[src/rtl/guess_ctrl_if.sv]
// rtl/guess_ctrl_if.sv - keypad, Match and display signals of the guess-number sequencer
interface guess_ctrl_if;
  // keypad side
  logic       new_game;
  logic       key_valid;
  logic [3:0] key_digit;
  logic       key_clr;
  logic       key_enter;
  // Match comparator side
  logic [2:0] r_a;
  logic [2:0] r_b;
  logic [3:0] q1, q2, q3, q4;
  logic [3:0] a1, a2, a3, a4;
  logic       match;
  // latched results and status for the display
  logic [2:0] res_a;
  logic [2:0] res_b;
  logic       res_valid;
  logic [3:0] tries;
  logic [2:0] pos;
  logic       err;
  logic       setting;
  logic       win;
  logic       lose;

  modport master (
    output new_game, key_valid, key_digit, key_clr, key_enter, r_a, r_b,
    input  q1, q2, q3, q4, a1, a2, a3, a4, match,
    input  res_a, res_b, res_valid, tries, pos, err, setting, win, lose
  );

  modport slave (
    input  new_game, key_valid, key_digit, key_clr, key_enter, r_a, r_b,
    output q1, q2, q3, q4, a1, a2, a3, a4, match,
    output res_a, res_b, res_valid, tries, pos, err, setting, win, lose
  );
endinterface

[src/rtl/guess_ctrl.sv]
// rtl/guess_ctrl.sv - xAyB game sequencer: secret/guess entry, scoring handshake, win/lose
module guess_ctrl #(
  parameter int MAX_TRY = 8
) (
  input  logic       clk,
  input  logic       rst,
  guess_ctrl_if.slave bus
);

  typedef enum logic [2:0] {
    IDLE  = 3'd0,
    SET   = 3'd1,
    GUESS = 3'd2,
    CHECK = 3'd3,
    WIN   = 3'd4,
    LOSE  = 3'd5
  } state_t;

  state_t     state;
  logic [3:0] q [4];
  logic [3:0] a [4];
  logic [2:0] res_a, res_b;
  logic       res_valid, match, err, setting, win, lose;
  logic [3:0] tries;
  logic [2:0] pos;

  // the entry being edited: secret while in SET, guess otherwise
  logic [3:0] cur [4];
  logic       dup;
  logic       reject;
  logic [4:0] tries_next;

  // duplicate check only looks at digits already entered (index < pos),
  // so a stale guess from the previous round never blocks a new digit
  always_comb begin
    dup = 1'b0;
    for (int i = 0; i < 4; i++) begin
      cur[i] = (state == SET) ? q[i] : a[i];
      if (3'(i) < pos && cur[i] == bus.key_digit) dup = 1'b1;
    end
    reject     = (bus.key_digit > 4'd9) || (pos == 3'd4) || dup;
    tries_next = {1'b0, tries} + 5'd1;
  end

  // single sequencer: state, entry registers, score latch and registered flags
  always_ff @(posedge clk or posedge rst) begin
    if (rst) begin
      state     <= IDLE;
      for (int i = 0; i < 4; i++) begin
        q[i] <= 4'd0;
        a[i] <= 4'd0;
      end
      res_a     <= 3'd0;
      res_b     <= 3'd0;
      res_valid <= 1'b0;
      match     <= 1'b0;
      err       <= 1'b0;
      setting   <= 1'b0;
      win       <= 1'b0;
      lose      <= 1'b0;
      tries     <= 4'd0;
      pos       <= 3'd0;
    end else begin
      err       <= 1'b0;
      res_valid <= 1'b0;
      match     <= 1'b0;
      if (bus.new_game) begin
        state   <= SET;
        for (int i = 0; i < 4; i++) begin
          q[i] <= 4'd0;
          a[i] <= 4'd0;
        end
        res_a   <= 3'd0;
        res_b   <= 3'd0;
        tries   <= 4'd0;
        pos     <= 3'd0;
        setting <= 1'b1;
        win     <= 1'b0;
        lose    <= 1'b0;
      end else begin
        case (state)
          SET, GUESS: begin
            if (bus.key_clr) begin
              pos <= 3'd0;
              for (int i = 0; i < 4; i++) begin
                if (state == SET) q[i] <= 4'd0;
                else              a[i] <= 4'd0;
              end
            end else if (bus.key_enter) begin
              if (pos != 3'd4) begin
                err <= 1'b1;
              end else if (state == SET) begin
                state   <= GUESS;
                pos     <= 3'd0;
                setting <= 1'b0;
              end else begin
                state <= CHECK;
                match <= 1'b1;
              end
            end else if (bus.key_valid) begin
              if (reject) begin
                err <= 1'b1;
              end else begin
                // the first digit of an entry also wipes the rest, which is
                // how the previous guess is retired on the first keypress
                for (int i = 0; i < 4; i++) begin
                  if (3'(i) == pos || (pos == 3'd0 && i != 0)) begin
                    if (state == SET) q[i] <= (3'(i) == pos) ? bus.key_digit : 4'd0;
                    else              a[i] <= (3'(i) == pos) ? bus.key_digit : 4'd0;
                  end
                end
                pos <= pos + 3'd1;
              end
            end
          end
          CHECK: begin
            res_a     <= bus.r_a;
            res_b     <= bus.r_b;
            res_valid <= 1'b1;
            pos       <= 3'd0;
            if (tries_next <= 5'(MAX_TRY)) tries <= tries_next[3:0];
            if (bus.r_a == 3'd4) begin
              state <= WIN;
              win   <= 1'b1;
            end else if (tries_next >= 5'(MAX_TRY)) begin
              state <= LOSE;
              lose  <= 1'b1;
            end else begin
              state <= GUESS;
            end
          end
          default: ;
        endcase
      end
    end
  end

  assign bus.q1        = q[0];
  assign bus.q2        = q[1];
  assign bus.q3        = q[2];
  assign bus.q4        = q[3];
  assign bus.a1        = a[0];
  assign bus.a2        = a[1];
  assign bus.a3        = a[2];
  assign bus.a4        = a[3];
  assign bus.match     = match;
  assign bus.res_a     = res_a;
  assign bus.res_b     = res_b;
  assign bus.res_valid = res_valid;
  assign bus.tries     = tries;
  assign bus.pos       = pos;
  assign bus.err       = err;
  assign bus.setting   = setting;
  assign bus.win       = win;
  assign bus.lose      = lose;

endmodule

[src/flat_wrapper.sv]
// flat-port wrapper written by rule: the top's interface ports become plain ports
module guess_ctrl_flat 
#(
  parameter int MAX_TRY = 8
)
  (clk, rst, bus_new_game, bus_key_valid, bus_key_digit, bus_key_clr, bus_key_enter, bus_r_a, bus_r_b, bus_q1, bus_q2, bus_q3, bus_q4, bus_a1, bus_a2, bus_a3, bus_a4, bus_match, bus_res_a, bus_res_b, bus_res_valid, bus_tries, bus_pos, bus_err, bus_setting, bus_win, bus_lose);
  guess_ctrl_if bus_i ();
  input  logic clk;
  input  logic rst;
  input wire logic [$bits(bus_i.new_game)-1:0] bus_new_game;
  input wire logic [$bits(bus_i.key_valid)-1:0] bus_key_valid;
  input wire logic [$bits(bus_i.key_digit)-1:0] bus_key_digit;
  input wire logic [$bits(bus_i.key_clr)-1:0] bus_key_clr;
  input wire logic [$bits(bus_i.key_enter)-1:0] bus_key_enter;
  input wire logic [$bits(bus_i.r_a)-1:0] bus_r_a;
  input wire logic [$bits(bus_i.r_b)-1:0] bus_r_b;
  output wire logic [$bits(bus_i.q1)-1:0] bus_q1;
  output wire logic [$bits(bus_i.q2)-1:0] bus_q2;
  output wire logic [$bits(bus_i.q3)-1:0] bus_q3;
  output wire logic [$bits(bus_i.q4)-1:0] bus_q4;
  output wire logic [$bits(bus_i.a1)-1:0] bus_a1;
  output wire logic [$bits(bus_i.a2)-1:0] bus_a2;
  output wire logic [$bits(bus_i.a3)-1:0] bus_a3;
  output wire logic [$bits(bus_i.a4)-1:0] bus_a4;
  output wire logic [$bits(bus_i.match)-1:0] bus_match;
  output wire logic [$bits(bus_i.res_a)-1:0] bus_res_a;
  output wire logic [$bits(bus_i.res_b)-1:0] bus_res_b;
  output wire logic [$bits(bus_i.res_valid)-1:0] bus_res_valid;
  output wire logic [$bits(bus_i.tries)-1:0] bus_tries;
  output wire logic [$bits(bus_i.pos)-1:0] bus_pos;
  output wire logic [$bits(bus_i.err)-1:0] bus_err;
  output wire logic [$bits(bus_i.setting)-1:0] bus_setting;
  output wire logic [$bits(bus_i.win)-1:0] bus_win;
  output wire logic [$bits(bus_i.lose)-1:0] bus_lose;
  assign bus_i.new_game = bus_new_game;
  assign bus_i.key_valid = bus_key_valid;
  assign bus_i.key_digit = bus_key_digit;
  assign bus_i.key_clr = bus_key_clr;
  assign bus_i.key_enter = bus_key_enter;
  assign bus_i.r_a = bus_r_a;
  assign bus_i.r_b = bus_r_b;
  assign bus_q1 = bus_i.q1;
  assign bus_q2 = bus_i.q2;
  assign bus_q3 = bus_i.q3;
  assign bus_q4 = bus_i.q4;
  assign bus_a1 = bus_i.a1;
  assign bus_a2 = bus_i.a2;
  assign bus_a3 = bus_i.a3;
  assign bus_a4 = bus_i.a4;
  assign bus_match = bus_i.match;
  assign bus_res_a = bus_i.res_a;
  assign bus_res_b = bus_i.res_b;
  assign bus_res_valid = bus_i.res_valid;
  assign bus_tries = bus_i.tries;
  assign bus_pos = bus_i.pos;
  assign bus_err = bus_i.err;
  assign bus_setting = bus_i.setting;
  assign bus_win = bus_i.win;
  assign bus_lose = bus_i.lose;
  guess_ctrl #(.MAX_TRY(MAX_TRY)) u_core (.clk(clk), .rst(rst), .bus(bus_i));
endmodule
[config.mk]
export PLATFORM = sky130hd
export DESIGN_NAME = guess_ctrl_flat
export DESIGN_NICKNAME = d
export VERILOG_FILES = /design/src/rtl/guess_ctrl_if.sv /design/src/rtl/guess_ctrl.sv /design/src/flat_wrapper.sv
export SDC_FILE = /design/constraint.sdc
export NUM_CORES = 1
export LEC_CHECK = 0
export ABC_AREA = 0
export CORE_UTILIZATION = 29
export CTS_BUF_LIST = sky130_fd_sc_hd__clkbuf_8
export DETAILED_ROUTE_END_ITERATION = 16
export PLACE_DENSITY_LB_ADDON = 0.12
export RECOVER_POWER = 100
export REMOVE_ABC_BUFFERS = 1
export SETUP_SLACK_MARGIN = 0.15
export SYNTH_ARGS = -nofsm -noshare
export SYNTH_HDL_FRONTEND = slang
export SYNTH_SLANG_ARGS = --single-unit
[constraint.sdc]
create_clock -name clk -period 2.7 [get_ports clk]
set_clock_uncertainty 0.15 [all_clocks]
set_input_delay 0.405 -clock clk [delete_from_list [all_inputs] [get_ports clk]]
set_output_delay 0.405 -clock clk [all_outputs]
set_load 0.01 [all_outputs]
==> out/summary.md <==
The run finished, with violations left. The checks that failed: negative setup slack. By area the synthesized netlist is led by sky130_fd_sc_hd__dfrtp_1 43%, sky130_fd_sc_hd__nand2_1 6.3%, sky130_fd_sc_hd__o2bb2ai_1 4.5%. Of the cells placed in the final design, the portion with a size suffix greater than 1 is 23.9%. Final hold analysis gives a worst-case slack of 0.359 ns.

The logs give 3110 µm² for the cell area after synthesis and 15800 µm for the global-route wire length before repair. The routed design has 9950 µm of wire. At the worst endpoint, the arrival time is 2.98 ns.

Counting distinct cell types in the post-synthesis netlist gives 55. Counting flops and latches in the post-synthesis netlist gives 54. Timing would allow up to 342 MHz.

The DRC violation count after routing is 0, and the via count of the first global-routing pass is 2963. The switching power of the nets was 0.461 mW. The worst register-to-register path ends at u_core.bus.pos[2]$_DFFE_PP0P_. The floorplan step defined a die boundary enclosing 11100 µm².

The synthesized design contains 0 enable-type register cells. The primary flip-flop cell chosen by synthesis mapping is sky130_fd_sc_hd__dfrtp_1. Most frequently used cell type in the post-synthesis netlist: sky130_fd_sc_hd__dfrtp_1. The leakage power total was 2.04 nW. The power density over the cells was 354 nW/µm². Summing all multi-input logic gate instances after layout gives 1850 µm².

The compound-cell area share of the yosys netlist was 20.3%; the area share of xor/xnor cells in the synthesized design was 4.51%. Along the worst hold path, the cell count comes to 2. Subtracting the final worst setup slack from the clock period gives 2.92 ns. Per report_power, the sequential group accounts for 49.6% of the total.

The vertical die dimension is 106 µm. The pre-antenna-repair detailed-routing pass consisted of 6 iterations. Number of max-slew violations in the final report: 0. The count of buffers added on input and output ports is 66. In this run the worst path has a maximum fanout of 7. The startpoint identified for the worst hold timing path is u_core.bus.lose$_DFFE_PP0P_.

The tools report the portion of total power attributed to combinational logic as 15.1%. Number of top-level design ports: 67. The total count of hold-check failures in the final report came out at 0.

The fraction of synthesized area in multiplexers is 4.95%, and the post-layout worst setup margin is -0.221 ns. Across the VDD grid, the largest voltage drop is 262 µV. The path class of the tightest hold or removal check is reg -> reg. STA classifies the critical path startpoint as a register. The number of rows created at floorplan came out at 37. The number of antenna diodes in the final layout is 0.

For this block, the initial DRC count from the detailed router was 142. The number of vias after detailed routing is 2954. At the pin with the least slew margin, the transition time is 1.01 ns. The path depth of the worst reg2reg path came out at 10. The tree built by TritonCTS fans out to 54 sinks. The tools report the worst min-delay path endpoint as u_core.bus.lose$_DFFE_PP0P_. Of all cell types, the one taking the most synthesized area is sky130_fd_sc_hd__dfrtp_1. In the final layout, flip-flops and latches occupy 1350 µm². The total negative slack for setup checks is -5.61 ns, and the die extent in x is 106 µm. The post-detailed-route wirelength per cell is 17.2 µm, and the worst setup slack for register-to-register paths is -0.22 ns.

The category of the critical setup timing path is reg -> reg. The clock tree synthesis step divided the H-tree into 2 levels. Data on the critical path is required at its endpoint by 2.76 ns. Routability-driven placement finished with a final weighted congestion of 0.775.

By area, the combinational part of the netlist is dominated by compound AO/OA/AOI/OAI gates. For the effective utilization at floorplan, the log shows 30.0%. Internal power comes to 1.22 mW.

Entering global routing, the biggest net connects 24 pins. The fraction of power spent switching nets is 27.5%, and the number of buffers created by CTS is 5. After technology mapping, the gate count stands at 332.

The clock network is responsible for 35.3% of the overall power. The clock reaches the later pin of the worst-skew pair after 0.32 ns. Summed over all layers, the global routing overflow is 0. The run gives 18.3% as the global router's overall resource usage.

After detailed routing, the number of vias per cell comes to 5.09. The detail route stage leaves a number of antenna-violating nets equal to 0. The fraction of the mapped netlist area in simple logic gates is 18.9%. Post-route clock period utilization: 108%. The area fraction of the dominant cell type after synthesis was 43.5%. TritonCTS built the clock tree.

The initial antenna violation count was 0. A synthesized cell averages 9.37 µm². The tool flagged a number of max-cap violations equal to 0.

From synthesis to final layout, the design area changed by 52.6%. The tools report the number of endpoints failing setup at the final stage as 35. The buffer type at the clock tree root is sky130_fd_sc_hd__clkbuf_8. Setup repair after global routing could not meet its margin everywhere. The relative slew slack is 32.5%, and the CTS clock-pin slew for the worst setup and hold paths is 0.11 ns. The start of the worst register-to-register path was u_core.state[1]$_DFFE_PP0P_. STA classifies the critical path endpoint as a register. The run gives 7040 µm as the post-detailed-placement half-perimeter wirelength.

In the final design database the tool counted 464 nets. The logs give 2 for the maximum buffer depth of the clock tree and 1022 for the fill cell total of the finished layout. Ranked by instance count, the synthesized netlist is headed by 54 x sky130_fd_sc_hd__dfrtp_1, 52 x sky130_fd_sc_hd__nand2_1, 24 x sky130_fd_sc_hd__nor2_1. Summing the areas of all fa, ha and maj instances in the mapped netlist gives 2.01% of the synthesized area. Once layout is complete, the utilization of the core stands at 45.8%. For this run, asynchronously set or reset flops after synthesis account for 100%. The warning count from the yosys run was 0; the total core area was 10400 µm². Summing the sequential cell areas from Yosys gives 43.5% of the chip area.
metal layers:
layer  GRT usage, %  up-vias  share of wire, %
li1               -     1406                 -
met1           26.4     1468                48
met2           28.2       68                46
met3           2.84       12               4.3
met4           5.36        0               1.3
met5              0        -                 0
what timing repair did:
item | in CTS | in global routing
cloned | 1 | 1
hold buffers | 0 | 0
setup buffers | 1 | 6
gates resized for setup | 19 | 35
endpoints found under the setup margin | 35 | 36
pin swaps | 12 | 9
final cells by class:
cell class              instances  share of cell area, %
multi-input cells             240                   39.0
well taps                     136                   3.59
clock inverters                 3                   1.03
flip-flops and latches         54                   28.5
inverters                      18                   1.42
clock buffers                   5                   1.45
repair buffers                124                   25.0
kinds of logic after synthesis:
logic type / count (synthesis)
flip-flops: 54
AND/OR/NAND/NOR: 117
buffers and inverters: 38
XOR/XNOR: 16
multiplexers: 15
AO/OA/AOI/OAI: 87
adder cells (fa/ha/maj): 5
metrics by stage:
stage | worst slack, ns | cell area (µm²) | power (mW) | instances
after floorplan | -0.384 | 2990 | 0.941 | 312
after global placement | -0.360 | 4220 | 1.07 | 563
after detailed placement | -0.371 | 4220 | 1.07 | 563
after CTS | -0.172 | 4480 | 1.68 | 573
after global routing | -0.316 | 4750 | 1.75 | 580
final | -0.221 | 4750 | 1.68 | 580
cell usage in the layout (no fill, tap or decap), types with 4 or more instances in the layout:
master | netlist | final
sky130_fd_sc_hd__nand4b_1 | 4 | 4
sky130_fd_sc_hd__dlygate4sd3_1 | 0 | 33
sky130_fd_sc_hd__xor2_1 | 10 | 10
sky130_fd_sc_hd__ha_1 | 5 | 5
sky130_fd_sc_hd__and2_1 | 6 | 5
sky130_fd_sc_hd__a21oi_1 | 22 | 15
sky130_fd_sc_hd__o2bb2ai_2 | 0 | 5
sky130_fd_sc_hd__dfrtp_1 | 54 | 54
sky130_fd_sc_hd__nor3_1 | 5 | 5
sky130_fd_sc_hd__a21oi_2 | 0 | 5
sky130_fd_sc_hd__inv_1 | 18 | 18
sky130_fd_sc_hd__a32o_1 | 8 | 8
sky130_fd_sc_hd__o21ai_0 | 12 | 10
sky130_fd_sc_hd__nand2_1 | 52 | 52
sky130_fd_sc_hd__mux2i_1 | 12 | 8
sky130_fd_sc_hd__o2bb2ai_1 | 16 | 11
sky130_fd_sc_hd__xnor2_1 | 6 | 4
sky130_fd_sc_hd__clkdlybuf4s50_1 | 0 | 33
sky130_fd_sc_hd__nor2_1 | 24 | 24
sky130_fd_sc_hd__buf_4 | 2 | 44
sky130_fd_sc_hd__clkbuf_8 | 0 | 5
power by group through the flow:
stage,combinational (mW),sequential (mW),clock [mW]
floorplan,0.0904,0.850,0
global placement,0.225,0.849,0
detailed placement,0.225,0.849,0
CTS,0.238,0.833,0.606
global route,0.276,0.835,0.634
finish,0.253,0.833,0.593
worst max-delay path, cell delays in order (launching register included):
cell	delay (ns)
sky130_fd_sc_hd__dfrtp_1	0.41
sky130_fd_sc_hd__or3b_4	0.43
sky130_fd_sc_hd__buf_8	0.16
sky130_fd_sc_hd__mux2i_2	0.15
sky130_fd_sc_hd__xor2_1	0.15
sky130_fd_sc_hd__and4_1	0.23
sky130_fd_sc_hd__a31oi_4	0.20
sky130_fd_sc_hd__nand4_4	0.21
sky130_fd_sc_hd__buf_4	0.19
sky130_fd_sc_hd__a211o_1	0.29
sky130_fd_sc_hd__a22o_1	0.22
worst max path at each step:
stage / end / start / slack [ns]
floorplan: u_core.bus.pos[0]$_DFFE_PP0P_ / u_core.state[1]$_DFFE_PP0P_ / -0.38
finish: u_core.bus.pos[2]$_DFFE_PP0P_ / u_core.state[1]$_DFFE_PP0P_ / -0.22
global placement: u_core.bus.a1[1]$_DFFE_PP0P_ / bus_key_digit[1] / -0.36
detailed placement: u_core.bus.a1[3]$_DFFE_PP0P_ / bus_key_digit[1] / -0.37
CTS: u_core.bus.a2[0]$_DFFE_PP0P_ / u_core.state[2]$_DFFE_PP0P_ / -0.17
global route: u_core.bus.pos[2]$_DFFE_PP0P_ / u_core.state[1]$_DFFE_PP0P_ / -0.32
state kept, by name (all words and copies together), names as in the netlist, 3 cells and up:
signal	flops
u_core.bus.tries	4
u_core.bus.a2	4
u_core.bus.q1	4
u_core.bus.q2	4
u_core.bus.pos	3
u_core.state	3
u_core.bus.res_a	3
u_core.bus.a1	4
u_core.bus.q3	4
u_core.bus.q4	4
u_core.bus.a4	4
u_core.bus.a3	4
u_core.bus.res_b	3
No activity file was read; power rests on OpenSTA's default activity.
